[src/rtl/gb_sched_pkg.sv]
// rtl/gb_sched_pkg.sv - shared scheduler types, channel indices and default timing
package gb_sched_pkg;

  typedef enum logic [1:0] {
    PAUSED = 2'd0,
    RUN    = 2'd1,
    STEP   = 2'd2
  } sched_state_t;

  localparam int CH_CPU = 0;
  localparam int CH_PPU = 1;
  localparam int CH_MEM = 2;

  localparam int DEF_NUM_CH     = 3;
  localparam int DEF_SLOT_LEN   = 8;
  localparam int DEF_SETTLE_LEN = 1;
  localparam int DEF_MCYCLE_DIV = 4;

  // Counter width that never collapses to zero bits for tiny ranges.
  function automatic int clog2_min1(input int v);
    return (v <= 2) ? 1 : $clog2(v);
  endfunction

endpackage

[src/rtl/tcycle_scheduler_evt_counter.sv]
// rtl/tcycle_scheduler_evt_counter.sv - modulo-MAX_COUNT event counter
module EvtCounter #(
  parameter int MAX_COUNT = 4,
  localparam int CW = (MAX_COUNT <= 2) ? 1 : $clog2(MAX_COUNT)
) (
  input  logic          clk_in,
  input  logic          rst_in,
  input  logic          evt_in,
  output logic [CW-1:0] count_out
);

  // Active-high synchronous reset; reset dominates a coincident event.
  always_ff @(posedge clk_in) begin
    if (rst_in) begin
      count_out <= '0;
    end else if (evt_in) begin
      if (count_out == CW'(MAX_COUNT - 1)) count_out <= '0;
      else                                 count_out <= count_out + CW'(1);
    end
  end

endmodule

[src/rtl/tcycle_scheduler.sv]
// rtl/tcycle_scheduler.sv - slot scheduler producing per-channel T-cycle ticks and M-cycle tick
module tcycle_scheduler
  import gb_sched_pkg::*;
#(
  parameter int NUM_CH     = DEF_NUM_CH,
  parameter int SLOT_LEN   = DEF_SLOT_LEN,
  parameter int SETTLE_LEN = DEF_SETTLE_LEN,
  parameter int MCYCLE_DIV = DEF_MCYCLE_DIV,
  localparam int PERIOD    = NUM_CH * SLOT_LEN + SETTLE_LEN,
  localparam int PW        = clog2_min1(PERIOD),
  localparam int SW        = clog2_min1(NUM_CH + 1)
) (
  input  logic              clk_in,
  input  logic              rst_in,
  input  logic              run_in,
  input  logic              step_in,
  input  logic [NUM_CH-1:0] ch_en_in,
  output logic [PW-1:0]     phase_out,
  output logic [SW-1:0]     slot_out,
  output logic [NUM_CH-1:0] active_out,
  output logic [NUM_CH-1:0] tick_out,
  output logic              settle_out,
  output logic              tcycle_tick_out,
  output logic              mcycle_tick_out,
  output logic              paused_out
);

  localparam int SUBW = clog2_min1(SLOT_LEN);
  localparam int MW   = clog2_min1(MCYCLE_DIV);

  if (NUM_CH < 1 || SLOT_LEN < 1 || MCYCLE_DIV < 1 || SETTLE_LEN < 0) begin : g_param_check
    $error("tcycle_scheduler: NUM_CH, SLOT_LEN and MCYCLE_DIV must be >= 1, SETTLE_LEN >= 0");
  end

  sched_state_t      state;
  logic [PW-1:0]     phase;
  logic [SUBW-1:0]   sub;
  logic [SW-1:0]     slot;
  logic [NUM_CH-1:0] en_q;
  logic [MW-1:0]     mcnt;
  logic              running;
  logic              in_settle;
  logic              period_end;

  assign running    = (state != PAUSED);
  assign in_settle  = (slot == SW'(NUM_CH));
  assign period_end = running && (phase == PW'(PERIOD - 1));

  // slot/sub track phase/SLOT_LEN and phase%SLOT_LEN incrementally; both park during settle.
  always_ff @(posedge clk_in) begin
    if (!rst_in) begin
      state <= PAUSED;
      phase <= '0;
      sub   <= '0;
      slot  <= '0;
      en_q  <= '0;
    end else begin
      case (state)
        PAUSED: begin
          phase <= '0;
          sub   <= '0;
          slot  <= '0;
          if (run_in) begin
            state <= RUN;
            en_q  <= ch_en_in;
          end else if (step_in) begin
            state <= STEP;
            en_q  <= ch_en_in;
          end
        end
        RUN, STEP: begin
          if (period_end) begin
            phase <= '0;
            sub   <= '0;
            slot  <= '0;
            if (run_in) begin
              state <= RUN;
              en_q  <= ch_en_in;
            end else begin
              state <= PAUSED;
            end
          end else begin
            phase <= phase + PW'(1);
            if (!in_settle) begin
              if (sub == SUBW'(SLOT_LEN - 1)) begin
                sub  <= '0;
                slot <= slot + SW'(1);
              end else begin
                sub <= sub + SUBW'(1);
              end
            end
          end
        end
        default: state <= PAUSED;
      endcase
    end
  end

  EvtCounter #(
    .MAX_COUNT(MCYCLE_DIV)
  ) u_mcycle_cnt (
    .clk_in   (clk_in),
    .rst_in   (~rst_in),
    .evt_in   (tcycle_tick_out),
    .count_out(mcnt)
  );

  always_comb begin
    phase_out       = phase;
    slot_out        = running ? slot : '0;
    active_out      = '0;
    tick_out        = '0;
    settle_out      = running && in_settle;
    tcycle_tick_out = period_end;
    mcycle_tick_out = period_end && (mcnt == MW'(MCYCLE_DIV - 1));
    paused_out      = !running;
    for (int i = 0; i < NUM_CH; i++) begin
      active_out[i] = running && (slot == SW'(i));
      tick_out[i]   = running && (slot == SW'(i)) && (sub == '0) && en_q[i];
    end
  end

endmodule

[config.mk]
export PLATFORM = sky130hd
export DESIGN_NAME = tcycle_scheduler
export DESIGN_NICKNAME = d
export VERILOG_FILES = /design/src/rtl/gb_sched_pkg.sv /design/src/rtl/tcycle_scheduler_evt_counter.sv /design/src/rtl/tcycle_scheduler.sv
export SDC_FILE = /design/constraint.sdc
export NUM_CORES = 1
export LEC_CHECK = 0
export BUFFER_PORTS_ARGS = -buffer_cell sky130_fd_sc_hd__buf_2
export CORE_MARGIN = 2
export CORE_UTILIZATION = 40
export CTS_CLUSTER_SIZE = 16
export DETAILED_ROUTE_END_ITERATION = 10
export PLACE_DENSITY_LB_ADDON = 0.2
export SYNTH_ARGS = -nofsm -noshare
export SYNTH_HDL_FRONTEND = slang
export SYNTH_SLANG_ARGS = --single-unit
[constraint.sdc]
create_clock -name clk_in -period 2.1 [get_ports clk_in]
set_input_delay 0.21 -clock clk_in [delete_from_list [all_inputs] [get_ports clk_in]]
set_output_delay 0.21 -clock clk_in [all_outputs]
set_load 0.05 [all_outputs]
==> flow_metrics.tcl <==
set metrics [dict create \
    via_per_inst 5.27 \
    numClockSinks 17 \
    rows 18 \
    place_area_um2 1200 \
    cts_hold_buf 0 \
    finalNetCount 169 \
    syn_area_per_cell_um2 8.29 \
    critPathKind "flip-flop to output port" \
    ys_seq_area_share_pct 32.9 \
    clock_path_buffers 2 \
    outcome "complete, no violations" \
    dr_total_vias 943 \
    cts-htree-levels 1 \
    postCtsSetupRepairBufs 0 \
    slowest_stage "dfxtp_1" \
    seq_power_share_pct 42.8 \
    ys_warn_count 0 \
    die_w_um 54.9 \
    rsz0062_at_grt "no" \
    clkTransAtPathRegs_ps 100 \
    synth_common_cells "17 x dfxtp_1, 12 x ha_1, 11 x inv_1" \
    tightest_slew_ps 501 \
    chipHeight_um 54.9 \
    rrSetupSlack_ps 380 \
    end_kind "output port" \
    cp-startpoint "state[0]" \
    layout.cells.non_filler 179 \
    r2r-end "sub[0]" \
    drt-initial-drc-count 12 \
    cp_max_fo 8 \
    dieArea_um2 3010 \
    cts_tree "done" \
    max_freq_mhz 524 \
    synth_ff_type "dfxtp_1" \
    cp.arrival_ps 1700 \
    hpwl_um 1660 \
    synth_area_um2 1040 \
    multi_input_comb_area_um2 656 \
    power.leakage_nw 0.579 \
    slew_headroom_pct 66.6 \
    combPwrFrac_pct 36.6 \
    synthArstFlopShare_pct 0 \
    seq_area_um2 340 \
    coreArea_um2 2450 \
    grt_max_degree 22 \
    reg2regPathDepth 6 \
    first_global_vias 813 \
    antenna_found_initial 0 \
    synth_area_leaders "dfxtp_1 33%, ha_1 14%, o21ai_0 4.8%, a21boi_0 4.3%, nor2b_1 4.2%" \
    cts_resized 0 \
    drt-total-wl_um 2180 \
    numCtsBuffers 3 \
    grt-ovfl-total 0 \
    pin_count 24 \
    avgRoutedWirePerCell_um 12.2 \
    fin_crit_ps 1910 \
    synth_top_cell_by_area "dfxtp_1" \
    hold_violations 0 \
    synth_edf_count 0 \
    io_buffers 23 \
    p_int_mw 0.534 \
    fill_cells 243 \
    ir_drop_uv 426 \
    cp.depth 6 \
    finalClockSkew_ps 5.07 \
    timing.critical_path.slowest_cell_delay_ps 370 \
    finalInstanceArea_um2 1220 \
    syn2layout_area_growth_pct 18.2 \
    crit_required_ps 1890 \
    synth_cells 125 \
    antenna_left 0 \
    crit_chain "inv_1 > ha_1 > nand4b_4 > nor2_4 > and2_2 > buf_2" \
    worst-path-buf-inv 2 \
    critPathLaunchType "flip-flop" \
    grt_usage_pct 16.3 \
    fin_setup_tns_ps 0 \
    drcViolationCount 0 \
    worstReg2RegStart "state[0]" \
    drt_pre_antenna_iters 5 \
    min_period_over_period_pct 90.9 \
    syn_nets 144 \
    cts-root-buf "clkbuf_4" \
    yosys.area.top_type_share_pct 32.9 \
    finalSetupViolations 0 \
    pwr-share-clk_pct 20.5 \
    synth-seq-cells 17 \
    diodes 0 \
    max_cap_violations 0 \
    gp_congestion 0.785 \
    placedCellCount 175 \
    yosysMostFrequentCell "dfxtp_1" \
    hold_ws_ps 150 \
    min_path_type "input pin to flip-flop" \
    power_switching_mw 0.335 \
    layout-drive-gt1-share_pct 25.5 \
    crit_family "simple AND/OR/NAND/NOR gates" \
    worstSkewPairLatency_ps 290 \
    drv_slew 0 \
    setup.worst_path.end "mcycle_tick_out" \
    yosysUniqueCellTypes 26 \
    power.density_nw_per_um2 710 \
    switching_share_pct 38.6 \
    start_util_pct 42.2 \
    grt_pass1_wl_um 3540 \
]
## placed cells by master, fill, tap and decap left out
cell type and count:
nor2b_2 3, o21ai_0 10, o32a_1 1, nor2_4 1, inv_1 11, a31o_2 2, or3_1 1, ha_1 12
nor3_1 5, o21a_4 1, buf_4 1, o21ai_1 1, dfxtp_1 17, nor3b_2 1, clkinv_2 1, buf_2 23
a21boi_0 6, clkbuf_4 3, nand2_1 10, and2_2 1, and2_1 1, a22o_1 1, nor2_1 9, nand3_1 8
nand4b_4 1, nor2b_1 4, a32o_1 3, mux2i_1 1, and3_1 3, a21oi_1 4, o21bai_1 1, nand2b_1 2
## worst min-delay path by stage
stage | startpoint | end | slack, ps | depth (start not counted)
after floorplan | step_in | state[1] | 350 | 2
after global placement | en_q[0] | en_q[0] | 450 | 2
after detailed placement | en_q[0] | en_q[0] | 460 | 2
after CTS | ch_en_in[0] | en_q[0] | 150 | 3
after global routing | ch_en_in[1] | en_q[1] | 170 | 3
final | ch_en_in[1] | en_q[1] | 150 | 3
## power groups by stage
stage                     clock [mW]  sequential [mW]  combinational (mW)
after floorplan                    0            0.391               0.234
after global placement             0            0.378               0.319
after detailed placement           0            0.380               0.318
after CTS                      0.185            0.372               0.320
after global routing           0.197            0.377               0.354
final                          0.178            0.372               0.318
## cells by family after synthesis
logic type,Yosys count,share of synthesized area (%)
simple gates,50,26.1
compound gates,30,20.2
flops,17,32.9
buf+inv,15,5.43
fa+ha+maj,12,14.5
mux,1,0.966
## worst min-delay path, cell delays in order
cell and delay (ps):
buf_2 90, nand2_1 40, o21ai_0 60
## final cells by class
class	count	area share [%]
clock inverter	1	0.409
clock buffer	3	1.84
tap	30	3.06
sequential	17	27.8
timing repair buffer	24	10.0
multi-input combinational	93	53.5
inverter	11	3.37
## registers in the layout, summed over array words and instances, names as in the netlist
signal / cells
u_mcycle_cnt.count_out: 2
phase_out: 5
state: 2
en_q: 3
slot: 2
sub: 3
## layer usage
metal | track usage, % | vias up | share of wire, %
met4 | 4.88 | 0 | 1.1
met3 | 3.23 | 4 | 6.7
met5 | 0 | - | 0
li1 | - | 482 | -
met2 | 26.2 | 32 | 45
met1 | 22.0 | 425 | 47
## per-stage QoR
stage | utilization, % | worst slack (ps) | power (mW)
after floorplan | - | -61.7 | 0.625
after global placement | 48.8 | 460 | 0.697
after detailed placement | 48.8 | 398 | 0.698
after CTS | 49.9 | 177 | 0.877
after global routing | 49.9 | 93.2 | 0.928
final | 49.9 | 191 | 0.869
Power figures use the tool's default switching activity.
